## config.mk

```make
export PLATFORM = sky130hd
export DESIGN_NAME = ascii2key_seq
export DESIGN_NICKNAME = d
export VERILOG_FILES = /design/src/rtl/ps2_kb_pkg.sv /design/src/rtl/ascii2scan_lut.sv /design/src/rtl/ascii2key_seq.sv
export SDC_FILE = /design/constraint.sdc
export NUM_CORES = 1
export LEC_CHECK = 0
export BUFFER_PORTS_ARGS = -buffer_cell sky130_fd_sc_hd__buf_2
export CORE_ASPECT_RATIO = 1.1
export CORE_UTILIZATION = 55
export DETAILED_ROUTE_END_ITERATION = 8
export PLACE_DENSITY = 0.76
export RECOVER_POWER = 100
export SLEW_MARGIN = 20
export SYNTH_ARGS = -nofsm -noshare
export SYNTH_HDL_FRONTEND = slang
export SYNTH_SLANG_ARGS = --single-unit
```

## constraint.sdc

```tcl
create_clock -name clk -period 2.71 [get_ports clk]
set_input_delay 0.4065 -clock clk [delete_from_list [all_inputs] [get_ports clk]]
set_output_delay 0.4065 -clock clk [all_outputs]
set_load 0.005 [all_outputs]
```

## src/rtl/ps2_kb_pkg.sv

```systemverilog
// Shared constants and state type for the ASCII-to-PS/2 keyboard sequencer.
// ASCII2KEY_SHIFT_EN widens the byte index so the 6-byte shifted sequence fits.
package ps2_kb_pkg;
    localparam logic [7:0] BREAK_CODE  = 8'hF0;
    localparam logic [7:0] LSHIFT_CODE = 8'h12;

    localparam int SEQ_LEN_BASE  = 3;
    localparam int SEQ_LEN_SHIFT = 6;

`ifdef ASCII2KEY_SHIFT_EN
    localparam int IDX_W = 3;
`else
    localparam int IDX_W = 2;
`endif

    typedef enum logic [1:0] {
        IDLE,
        SEND,
        WAIT_DONE,
        GAP
    } state_t;
endpackage

```

## src/rtl/ascii2scan_lut.sv

```systemverilog
// Combinational ASCII to PS/2 set-2 make-code lookup; lowercase letters fold to uppercase.
// With ASCII2KEY_SHIFT_EN defined, an extra needs_shift output flags uppercase 'A'-'Z'.
module ascii2scan_lut (
    input  logic [7:0] ascii_code,
    output logic       valid,
    output logic [7:0] make_code
`ifdef ASCII2KEY_SHIFT_EN
    ,
    output logic       needs_shift
`endif
);
    logic [7:0] folded;

    always_comb begin
        folded = ascii_code;
        if (ascii_code >= 8'h61 && ascii_code <= 8'h7A)
            folded = ascii_code - 8'h20;
    end

`ifdef ASCII2KEY_SHIFT_EN
    assign needs_shift = (ascii_code >= 8'h41) && (ascii_code <= 8'h5A);
`endif

    always_comb begin
        valid     = 1'b1;
        make_code = 8'h00;
        case (folded)
            8'h30: make_code = 8'h45;
            8'h31: make_code = 8'h16;
            8'h32: make_code = 8'h1E;
            8'h33: make_code = 8'h26;
            8'h34: make_code = 8'h25;
            8'h35: make_code = 8'h2E;
            8'h36: make_code = 8'h36;
            8'h37: make_code = 8'h3D;
            8'h38: make_code = 8'h3E;
            8'h39: make_code = 8'h46;
            8'h41: make_code = 8'h1C;
            8'h42: make_code = 8'h32;
            8'h43: make_code = 8'h21;
            8'h44: make_code = 8'h23;
            8'h45: make_code = 8'h24;
            8'h46: make_code = 8'h2B;
            8'h47: make_code = 8'h34;
            8'h48: make_code = 8'h33;
            8'h49: make_code = 8'h43;
            8'h4A: make_code = 8'h3B;
            8'h4B: make_code = 8'h42;
            8'h4C: make_code = 8'h4B;
            8'h4D: make_code = 8'h3A;
            8'h4E: make_code = 8'h31;
            8'h4F: make_code = 8'h44;
            8'h50: make_code = 8'h4D;
            8'h51: make_code = 8'h15;
            8'h52: make_code = 8'h2D;
            8'h53: make_code = 8'h1B;
            8'h54: make_code = 8'h2C;
            8'h55: make_code = 8'h3C;
            8'h56: make_code = 8'h2A;
            8'h57: make_code = 8'h1D;
            8'h58: make_code = 8'h22;
            8'h59: make_code = 8'h35;
            8'h5A: make_code = 8'h1A;
            8'h60: make_code = 8'h0E;
            8'h2D: make_code = 8'h4E;
            8'h3D: make_code = 8'h55;
            8'h5B: make_code = 8'h54;
            8'h5D: make_code = 8'h5B;
            8'h5C: make_code = 8'h5D;
            8'h3B: make_code = 8'h4C;
            8'h27: make_code = 8'h52;
            8'h2C: make_code = 8'h41;
            8'h2E: make_code = 8'h49;
            8'h2F: make_code = 8'h4A;
            8'h20: make_code = 8'h29;
            8'h0D: make_code = 8'h5A;
            8'h08: make_code = 8'h66;
            default: valid = 1'b0;
        endcase
    end
endmodule

```

## src/rtl/ascii2key_seq.sv

```systemverilog
// Turns one accepted ASCII character into the PS/2 make/F0/make byte stream with an idle gap
// after each transmitted byte. ASCII2KEY_SHIFT_EN wraps uppercase letters in left-shift bytes.
module ascii2key_seq #(
    parameter int              GAP_W      = 16,
    parameter logic [GAP_W-1:0] GAP_CYCLES = 16'd1000
) (
    input  logic       clk,
    input  logic       reset,
    input  logic [7:0] ascii_code,
    input  logic       wr_ascii,
    output logic       ready,
    output logic [7:0] scan_code,
    output logic       wr_ps2,
    input  logic       tx_done_tick,
    output logic       done_tick,
    output logic       unmap_tick
);
    import ps2_kb_pkg::*;

    state_t           state_reg;
    logic [IDX_W-1:0] idx_reg;
    logic [7:0]       make_reg;
    logic [GAP_W-1:0] gap_reg;

    logic             lut_valid;
    logic [7:0]       lut_make;
    logic [7:0]       first_byte;
    logic [IDX_W-1:0] idx_next;
    logic [7:0]       byte_next;
    logic             last_byte;
    logic             step;

`ifdef ASCII2KEY_SHIFT_EN
    logic             lut_shift;
    logic             shift_reg;

    ascii2scan_lut u_lut (
        .ascii_code  (ascii_code),
        .valid       (lut_valid),
        .make_code   (lut_make),
        .needs_shift (lut_shift)
    );

    assign first_byte = lut_shift ? LSHIFT_CODE : lut_make;

    always_comb begin
        idx_next  = idx_reg + 1'b1;
        byte_next = make_reg;
        if (shift_reg) begin
            last_byte = (idx_reg == IDX_W'(SEQ_LEN_SHIFT - 1));
            case (idx_next)
                IDX_W'(1): byte_next = make_reg;
                IDX_W'(2): byte_next = BREAK_CODE;
                IDX_W'(3): byte_next = make_reg;
                IDX_W'(4): byte_next = BREAK_CODE;
                default:   byte_next = LSHIFT_CODE;
            endcase
        end else begin
            last_byte = (idx_reg == IDX_W'(SEQ_LEN_BASE - 1));
            byte_next = (idx_next == IDX_W'(1)) ? BREAK_CODE : make_reg;
        end
    end
`else
    ascii2scan_lut u_lut (
        .ascii_code (ascii_code),
        .valid      (lut_valid),
        .make_code  (lut_make)
    );

    assign first_byte = lut_make;

    always_comb begin
        idx_next  = idx_reg + 1'b1;
        last_byte = (idx_reg == IDX_W'(SEQ_LEN_BASE - 1));
        byte_next = (idx_next == IDX_W'(1)) ? BREAK_CODE : make_reg;
    end
`endif

    // A byte slot finishes either on tx_done (no gap) or when the gap counter expires.
    assign step = ((state_reg == WAIT_DONE) && tx_done_tick && (GAP_CYCLES == '0)) ||
                  ((state_reg == GAP) && (gap_reg == '0));

    assign ready = (state_reg == IDLE);

    always_ff @(posedge clk or posedge reset) begin
        if (reset) begin
            state_reg  <= IDLE;
            idx_reg    <= '0;
            make_reg   <= 8'h00;
            gap_reg    <= '0;
            scan_code  <= 8'h00;
            wr_ps2     <= 1'b0;
            done_tick  <= 1'b0;
            unmap_tick <= 1'b0;
`ifdef ASCII2KEY_SHIFT_EN
            shift_reg  <= 1'b0;
`endif
        end else begin
            wr_ps2     <= 1'b0;
            done_tick  <= 1'b0;
            unmap_tick <= 1'b0;
            case (state_reg)
                IDLE: begin
                    if (wr_ascii) begin
                        if (lut_valid) begin
                            make_reg  <= lut_make;
                            idx_reg   <= '0;
                            scan_code <= first_byte;
                            wr_ps2    <= 1'b1;
                            state_reg <= SEND;
`ifdef ASCII2KEY_SHIFT_EN
                            shift_reg <= lut_shift;
`endif
                        end else begin
                            unmap_tick <= 1'b1;
                        end
                    end
                end
                SEND: state_reg <= WAIT_DONE;
                WAIT_DONE: begin
                    if (tx_done_tick && (GAP_CYCLES != '0)) begin
                        gap_reg   <= GAP_CYCLES - 1'b1;
                        state_reg <= GAP;
                    end
                end
                GAP: begin
                    if (gap_reg != '0)
                        gap_reg <= gap_reg - 1'b1;
                end
            endcase

            if (step) begin
                if (last_byte) begin
                    done_tick <= 1'b1;
                    state_reg <= IDLE;
                end else begin
                    idx_reg   <= idx_next;
                    scan_code <= byte_next;
                    wr_ps2    <= 1'b1;
                    state_reg <= SEND;
                end
            end
        end
    end
endmodule

```

==> results of run 1 <==
[layout by cell type (no fill, tap or decap), types with 6 or more instances in the layout]
master,n
dfrtp_1,38
or3_1,6
nand2_1,33
clkbuf_1,12
buf_2,13
nand3_1,12
ha_1,6
nand2b_1,13
o21a_1,9
buf_4,64
o21ai_0,19
xor2_1,6
nor2_1,45
o22ai_1,8
a21oi_1,19
inv_1,9
clkbuf_8,6
nor3_1,11
nor2b_1,9
nand4_1,6
[power groups by stage]
stage | sequential [mW] | clock (mW) | combinational (mW)
after floorplan | 0.720 | 0 | 0.409
after global placement | 0.733 | 0 | 0.565
after detailed placement | 0.742 | 0 | 0.585
after CTS | 0.731 | 0.489 | 0.589
after global routing | 0.743 | 0.515 | 0.658
final | 0.733 | 0.482 | 0.597
[final timing paths]
| path | start | to | slack, ps | depth (start not counted) |
|---|---|---|---|---|
| min in group asynchronous | reset | wr_ps2 | 830 | 3 |
| hold reg to reg | make_reg[3] | make_reg[3] | 500 | 1 |
| max in group asynchronous | reset | gap_reg[7] | 730 | 3 |
| hold / removal | wr_ascii | state_reg[1] | 380 | 3 |
| setup reg to reg | gap_reg[0] | gap_reg[9] | 220 | 8 |
| setup / recovery | ascii_code[0] | scan_code[5] | 120 | 11 |
[worst min-delay path, delay by kind of cell]
kind / cells / cell delay [ps]
AND/OR/NAND/NOR: 1 / 60
AO/OA/AOI/OAI: 1 / 60
buffers and inverters: 1 / 100
[layout make-up]
class / count / share of cell area
multi-input combinational: 320 / 0.530
sequential: 38 / 0.240
timing repair buffer: 95 / 0.169
tap: 75 / 0.0237
clock buffer: 6 / 0.0209
inverter: 9 / 0.00853
clock inverter: 1 / 0.00758
[metrics by stage]
| step | utilization | instance area, um2 | TNS, ps | cells |
|---|---|---|---|---|
| 6_report | 0.725 | 3960 | 0 | 544 |
| 5_1_grt | 0.725 | 3960 | 0 | 544 |
| 4_1_cts | 0.724 | 3960 | 0 | 544 |
| 3_5_place_dp | 0.704 | 3850 | -1700 | 537 |
| 3_3_place_gp | 0.704 | 3850 | -715 | 537 |
| 2_1_floorplan | - | 3180 | 0 | 393 |
[routing by layer]
layer	vias up	wire [um]
met1	1654	3660
met5	-	0
met2	180	4700
li1	1634	-
met3	38	550
met4	0	476
[kinds of logic after synthesis]
logic type,Yosys count,share of synthesized area
adders and majority gates,6,0.0238
and+or+nand+nor,180,0.308
xor gates and xnor gates,10,0.0277
buffers and inverters,35,0.0491
AOI/OAI and AO/OA,120,0.276
muxes,4,0.0147
DFF,38,0.301
==> results.yml, run 1 <==
status:
  status: "finished with violations"
  violations: "capacitance limit, slew limit"
routing:
  wl_per_cell_um: 17.3
  post-route-drc-count: 0
  drt_pass1_iterations: 5
  drt-total-wl_um: 9390
  drt_iter0_markers: 236
  route.detailed.vias_per_inst: 6.44
  ant_nets: 0
  num_vias: 3506
layout:
  antenna-diode-count: 0
  seq_area_um2: 951
  largest_reg_flops: 16
  fin_nets: 487
  n_fill_cell: 434
  drive_above_1_share: 0.239
  multi_input_area_um2: 2100
  area_growth_pct: 25.4
power:
  clkPwrFrac: 0.266
  powerDensity_nw_per_um2: 458
  comb_power_share: 0.330
  intPower_mw: 1.20
  share_seq_of_total_power: 0.404
  p_leak_nw: 1.67
  ir_drop_v: 0.000288
  fin_total_pwr_mw: 1.81
  power_switching_mw: 0.617
  switching_share: 0.341
flow_run:
  maxCapViolations: 1
placement:
  io_buffers: 23
  hpwl_um: 7340
  gp_congestion: 0.987
  pre_cts_slack_ps: -192
clocking:
  clk-insertion-delay-late_ps: 280
  postCtsSetupRepairBufs: 0
  clkSlewWorstSetupHoldPaths_ps: 70
  ctsResizeCount: 0
  clockRootBuffer: "clkbuf_8"
  cts_tree: "done"
  postCtsHoldBufs: 0
  cts_made_buffers: 5
  clock_path_buffers: 2
  cts.htree.levels: 2
  clock_sinks: 38
logic_synthesis:
  postSynth.asyncResetShare: 1.00
  synth_top_area_frac: 0.301
  seq_area_frac_synth: 0.301
  synth_area_per_cell_um2: 8.04
  ys_ff_latch: 38
  synth_edf_count: 0
  synthesis.area_um2: 3160
  synth.net_count: 411
  synth_area_leaders: "dfrtp_1 30%, nor2_1 5.3%, nand2_1 3.9%"
  yosysWarnings: 0
  yosys.cell_count.top_type: "nor2_1"
  ys.flop_type: "dfrtp_1"
  synthTopCellsByCount: "45 x nor2_1, 38 x dfrtp_1, 33 x nand2_1"
  synthCells: 393
  ys_types: 70
  yosysTopAreaCell: "dfrtp_1"
global_routing:
  grt_use_met1: 0.382
  globalRouteOverflowTotal: 0
  gr-usage-met2: 0.572
  antenna_found_initial: 0
  met3_usage: 0.0380
  busiest_layer: "met2"
  grt_max_degree: 39
  track_usage: 0.328
  grt_pass1_vias: 3323
  grt_pass1_wl_um: 15300
sta:
  post-route-period-util: 0.954
  max_freq_mhz: 387
  fin_skew_ps: 6.32
  max_slew_margin: -0.324
  fin_crit_ps: 2590
  setup_slack_ps: 125
  tightest_slew_ps: 1990
  slew_violations: 39
  rsz0062_at_grt: "false"
  hold_viol: 0
  fin_hold_ws_ps: 385
  setup_viol: 0
hold_path:
  hold_path.class: "input pin to register"
floorplanning:
  num_rows: 28
  fp.coreArea_um2: 5470
  start_util: 0.578
  die_h_um: 81.5
  die_w_um: 74.3
  die_area_um2: 6050
  ios: 24
setup_path:
  slowest_delay_ps: 560
  path_cells: "buf_2, or4_4, o22ai_2, clkbuf_4, o31ai_2, a31oi_1, o21bai_2, a31oi_4, buf_4, nand4b_1, o21a_1"
  crit_type: "input pin to register"
  critPathBufInv: 3
  end_kind: "register"
  crit_required_ps: 2880
  cp-start-kind: "input pin"
  cpLargestDelayFamily: "compound AO/OA/AOI/OAI gates"
  crit_slowest_cell: "or4_4"
  cp_max_fo: 10
  crit_arrival_ps: 2760
Note: power is estimated with default switching activity, not from simulation.
==> inputs of run 2 (changes only) <==
- CORE_UTILIZATION: 55 -> 30
- PLACE_DENSITY: 0.76 -> 0.48
==> run 2 against run 1 <==
The run still ends with capacitance limit, slew limit left. Clock-buffer cell count stayed put. Design area is 0.63% higher. Non-clock buffer count stayed put. Clock power is 15% lower. Largest power group unchanged.
==> results.yml, run 2 (synthesized netlist as in run 1, its figures left out) <==
hold_path:
  hold_path.class: "input pin to register"
  worstHoldStart: "wr_ascii"
  min_path_cells: 3
  hold_end: "state_reg[1]"
floorplanning:
  start_util: 0.315
  ios: 24
  die_w_um: 99.8
  fp.coreArea_um2: 10000
  num_rows: 38
  die_h_um: 110
  die_area_um2: 10900
layout:
  fin_nets: 487
  final_cell_mix: "70 x buf_4, 45 x nor2_1, 38 x dfrtp_1, 33 x nand2_1, 20 x o21ai_0"
  area_growth_pct: 26.2
  antenna-diode-count: 0
  largest_reg_flops: 16
  drive_above_1_share: 0.240
  finalNonFillerCells: 610
  mostFrequentLayoutCell: "buf_4"
  postLayoutCellArea_um2: 3990
flow_run:
  maxCapViolations: 1
routing:
  ant_nets: 0
  num_vias: 3351
  drt-total-wl_um: 9910
  drt_iter0_markers: 280
  drt_pass1_iterations: 4
  wl_per_cell_um: 16.3
  post-route-drc-count: 0
  route.detailed.vias_per_inst: 5.49
setup_path:
  crit_arrival_ps: 2740
  r2r_cells: 6
  crit_required_ps: 2890
  end_kind: "register"
  ff2ff_setup_slack_ps: 200
  crit_type: "input pin to register"
  r2r-end: "gap_reg[9]"
  cp-start-kind: "input pin"
  cp_max_fo: 8
  regToRegStartpoint: "gap_reg[6]"
placement:
  hpwl_um: 7720
  place_area_um2: 3900
  dp.cells: 602
  pre_cts_slack_ps: -160
  gp_congestion: 0.911
  io_buffers: 23
power:
  ir_drop_v: 0.000224
  p_leak_nw: 1.67
  powerDensity_nw_per_um2: 435
global_routing:
  grt_max_degree: 39
  track_usage: 0.190
  grt_pass1_vias: 3379
  grt_pass1_wl_um: 16600
  globalRouteOverflowTotal: 0
  antenna_found_initial: 0
sta:
  tightest_slew_ps: 2040
  max_freq_mhz: 391
  max_slew_margin: -0.358
  setup_slack_ps: 149
  slew_violations: 39
  fin_crit_ps: 2560
  post-route-period-util: 0.945
  hold_viol: 0
  rsz0062_at_grt: "false"
  setup_viol: 0
  fin_skew_ps: 3.62
clocking:
  clock_sinks: 38
  cts_made_buffers: 5
  cts.htree.levels: 2
  clkSlewWorstSetupHoldPaths_ps: 80
  postCtsHoldBufs: 0
  clk-insertion-delay-late_ps: 290
  clock_path_buffers: 2
  clockRootBuffer: "clkbuf_8"
  cts_tree: "done"
status:
  violations: "capacitance limit, slew limit"
  status: "finished with violations"
==> run 2: cell count changes in the layout (fill, tap and decap cells not counted), sizes merged <==
cell / before / now
clkinv: 0 / 1
buf: 80 / 86
clkbuf: 21 / 15
clkinvlp: 0 / 1
bufinv: 1 / 0
==> run 2: layout make-up <==
class | instances | area (um2)
clock buffers | 6 | 82.6
clock inverters | 2 | 12.5
fillers | 1025 | 6050
inverters | 9 | 33.8
multi-input cells | 320 | 2080
flip-flops and latches | 38 | 951
well taps | 140 | 175
repair buffers | 95 | 654
==> run 2: what timing repair did <==
action / 4_1_cts / 5_1_grt
hold endpoints to repair: 0 / 0
resized for setup: 0 / 3
buffers inserted: 0 / 0
endpoints found under the setup margin: 0 / 3
==> run 2: worst max-delay path by stage <==
stage                        startpoint            to  slack [ps]  cells after the start
after floorplan           ascii_code[6]   make_reg[4]          10                     11
after global placement    ascii_code[5]  scan_code[2]        -110                     12
after detailed placement  ascii_code[5]  scan_code[3]        -160                     12
after CTS                 ascii_code[1]  scan_code[3]         150                     10
after global routing      ascii_code[5]  scan_code[3]           7                     12
final                     ascii_code[1]  scan_code[2]         150                     10
==> run 2: worst max-delay path: stages <==
cell      delay, ps
buf_2           130
or4_4           560
a221oi_2        260
o22ai_1         140
a211o_1         290
nor3_4          250
a31oi_4         150
buf_4           190
o21a_1          160
a22o_1          180
==> run 2: metrics by stage <==
step                 util  hold slack, ps  total power, mW  setup TNS, ps
floorplan               -             451             1.13              0
global placement    0.389             461             1.31           -777
detailed placement  0.389             473             1.32          -1420
CTS                 0.398             232             1.74              0
global route        0.397             406             1.86              0
finish              0.397             402             1.73              0
==> run 2: per-layer routing <==
metal | routed length [um] | share of wire | global-route usage
met1 | 4350 | 0.44 | 0.237
met2 | 4810 | 0.48 | 0.326
met3 | 450 | 0.045 | 0.0242
met4 | 299 | 0.030 | 0.0882
met5 | 0 | 0 | 0
==> run 2: power breakdown <==
group	internal, mW	switching (mW)	total (mW)
clock	0.205	0.205	0.410
combinational	0.250	0.345	0.595
sequential	0.650	0.0800	0.730
total	1.10	0.630	1.73
==> inputs of run 3 (changes only) <==
- ABC_AREA: default -> 1
- clock period: 2.71 -> 2.9 ns (I/O delays scaled with it)
==> run 3 against run 2 <==
The flow now finishes without violations. Clock skew increased by 5.0 ps. Synthesized cell count increased by 23%. First-iteration DRC count increased by 32%. Routed wire length decreased by 5.9%. Via count decreased by 0.95%. Clock power increased by 36%. Die area increased by 0.12%. Utilization decreased by 4.1 points. Power increased by 24%. Critical endpoint is now scan_code[5].
==> results.yml, run 3 <==
setup_path:
  crit_top_cell: "nand2_1"
  cp_max_fo: 18
  path_cells: "buf_2, nor2_1, nand3_1, nand4_2, nand2_1, nor2_8, nand2_2, inv_2, nand2_1, nand2_1, nor2_1, nand2_1, nor2_4, nand2_4, nand2_8, inv_4, nand3_1, nand3_1"
  end_kind: "register"
  crit_type: "input pin to register"
  cp-start-kind: "input pin"
  cpLargestDelayFamily: "simple AND/OR/NAND/NOR gates"
  critPathBufInv: 3
  crit_required_ps: 3120
  slowest_delay_ps: 330
  crit_slowest_cell: "nor2_8"
  crit_arrival_ps: 2750
logic_synthesis:
  synth_top_area_frac: 0.301
  ys_types: 33
  seq_area_frac_synth: 0.301
  ys_ff_latch: 38
  synthCells: 482
  synth_edf_count: 0
  synth.net_count: 500
  yosysTopAreaCell: "dfrtp_1"
  synthTopCellsByCount: "113 x nand2_1, 72 x nor2_1, 63 x nand3_1"
  ys.flop_type: "dfrtp_1"
  synth_area_leaders: "dfrtp_1 30%, nand2_1 13%, nand3_1 10%"
  postSynth.asyncResetShare: 1.00
  yosysWarnings: 0
  synth_area_per_cell_um2: 6.56
  synthesis.area_um2: 3160
  yosys.cell_count.top_type: "nand2_1"
clocking:
  postCtsSetupRepairBufs: 0
  cts.htree.levels: 2
  cts_tree: "done"
  clockRootBuffer: "clkbuf_8"
  postCtsHoldBufs: 0
  clock_sinks: 38
  ctsResizeCount: 0
  cts_made_buffers: 5
  clkSlewWorstSetupHoldPaths_ps: 80
  clock_path_buffers: 2
  clk-insertion-delay-late_ps: 290
layout:
  area_growth_pct: 13.1
  largest_reg_flops: 16
  antenna-diode-count: 0
  finalNonFillerCells: 656
  final_cell_mix: "114 x nand2_1, 72 x nor2_1, 67 x nand3_1, 49 x inv_1, 38 x dfrtp_1"
  mostFrequentLayoutCell: "nand2_1"
  drive_above_1_share: 0.138
  fin_nets: 533
routing:
  drt-total-wl_um: 9330
  wl_per_cell_um: 14.2
  drt_iter0_markers: 370
  ant_nets: 0
  route.detailed.vias_per_inst: 5.06
  num_vias: 3319
  post-route-drc-count: 0
  drt_pass1_iterations: 6
global_routing:
  track_usage: 0.178
  grt_max_degree: 25
  grt_pass1_wl_um: 15200
  grt_pass1_vias: 3070
  antenna_found_initial: 0
  globalRouteOverflowTotal: 0
sta:
  fin_crit_ps: 2530
  setup_viol: 0
  post-route-period-util: 0.873
  fin_tns_setup_ps: 0
  hold_viol: 0
  max_slew_margin: 0.365
  fin_skew_ps: 8.64
  tightest_slew_ps: 951
  slew_violations: 0
  rsz0062_at_grt: "false"
  max_freq_mhz: 395
floorplanning:
  ios: 24
  die_area_um2: 11000
  fp.coreArea_um2: 10000
  die_h_um: 110
  num_rows: 38
  die_w_um: 99.9
  start_util: 0.315
power:
  fin_total_pwr_mw: 2.15
  ir_drop_v: 0.000217
  p_leak_nw: 1.89
  powerDensity_nw_per_um2: 602
placement:
  hpwl_um: 7470
  io_buffers: 23
  dp.cells: 648
  gp_congestion: 1.02
hold_path:
  hold_path.class: "input pin to async pin"
status:
  status: "completed"
flow_run:
  maxCapViolations: 0
[run 3: changes by cell type in the layout (fill, tap and decap cells not counted), sizes merged, moves of 6 or more]
cell / previous run / this run
xor2: 6 / 0
nand2b: 13 / 0
nand3: 12 / 74
nor2: 45 / 83
buf: 86 / 25
nor2b: 9 / 0
o22ai: 9 / 1
o21a: 9 / 0
nand2: 33 / 122
or3: 6 / 0
nand4: 6 / 19
inv: 9 / 58
o21ai: 21 / 30
[run 3: kinds of logic (layout without fill, tap and decap cells)]
group,after synthesis,after routing,share of synthesized area
adder cells (fa/ha/maj),6,6,0.0237
flip-flops,38,38,0.301
AO/OA/AOI/OAI,58,58,0.105
buffers and inverters,66,100,0.0875
AND/OR/NAND/NOR,314,314,0.483
[run 3: final cells by class]
| type | count | area, um2 |
|---|---|---|
| Clock inverter | 2 | 60.1 |
| Clock buffer | 6 | 82.6 |
| Sequential cell | 38 | 951 |
| Timing Repair Buffer | 33 | 175 |
| Tap cell | 140 | 175 |
| Multi-Input combinational cell | 378 | 1910 |
| Inverter | 59 | 224 |
| Fill cell | 1122 | 6460 |
[run 3: final timing paths]
check,slack [ps],startpoint,cells past startpoint,endpoint
min in group clk,470,gap_reg[11],1,gap_reg[11]
max in group asynchronous,1320,reset,3,make_reg[0]
worst min register to register,470,gap_reg[11],1,gap_reg[11]
worst max-delay path,370,ascii_code[0],18,scan_code[5]
worst max register to register,500,gap_reg[0],16,gap_reg[13]
worst min-delay path,350,reset,2,gap_reg[10]
[run 3: stage by stage]
stage	hold slack (ps)	setup slack (ps)	util	area, um2
after floorplan	434	686	-	3160
after global placement	459	262	0.346	3470
after detailed placement	463	278	0.346	3470
after CTS	371	504	0.361	3620
after global routing	427	106	0.356	3570
final	345	369	0.356	3570
[run 3: power by group]
part	internal [mW]	leakage [nW]	switching, mW
Sequential	0.692	0.477	0.106
Clock	0.367	0.0714	0.191
Combinational	0.304	1.34	0.493
[run 3: routing by layer]
layer  global-route usage  up-vias  routed length (um)
met2                0.283      137                4070
met3               0.0280       20                 533
met5                    0        -                   0
li1                     -     1670                   -
met1                0.246     1492                4490
met4               0.0599        0                 239
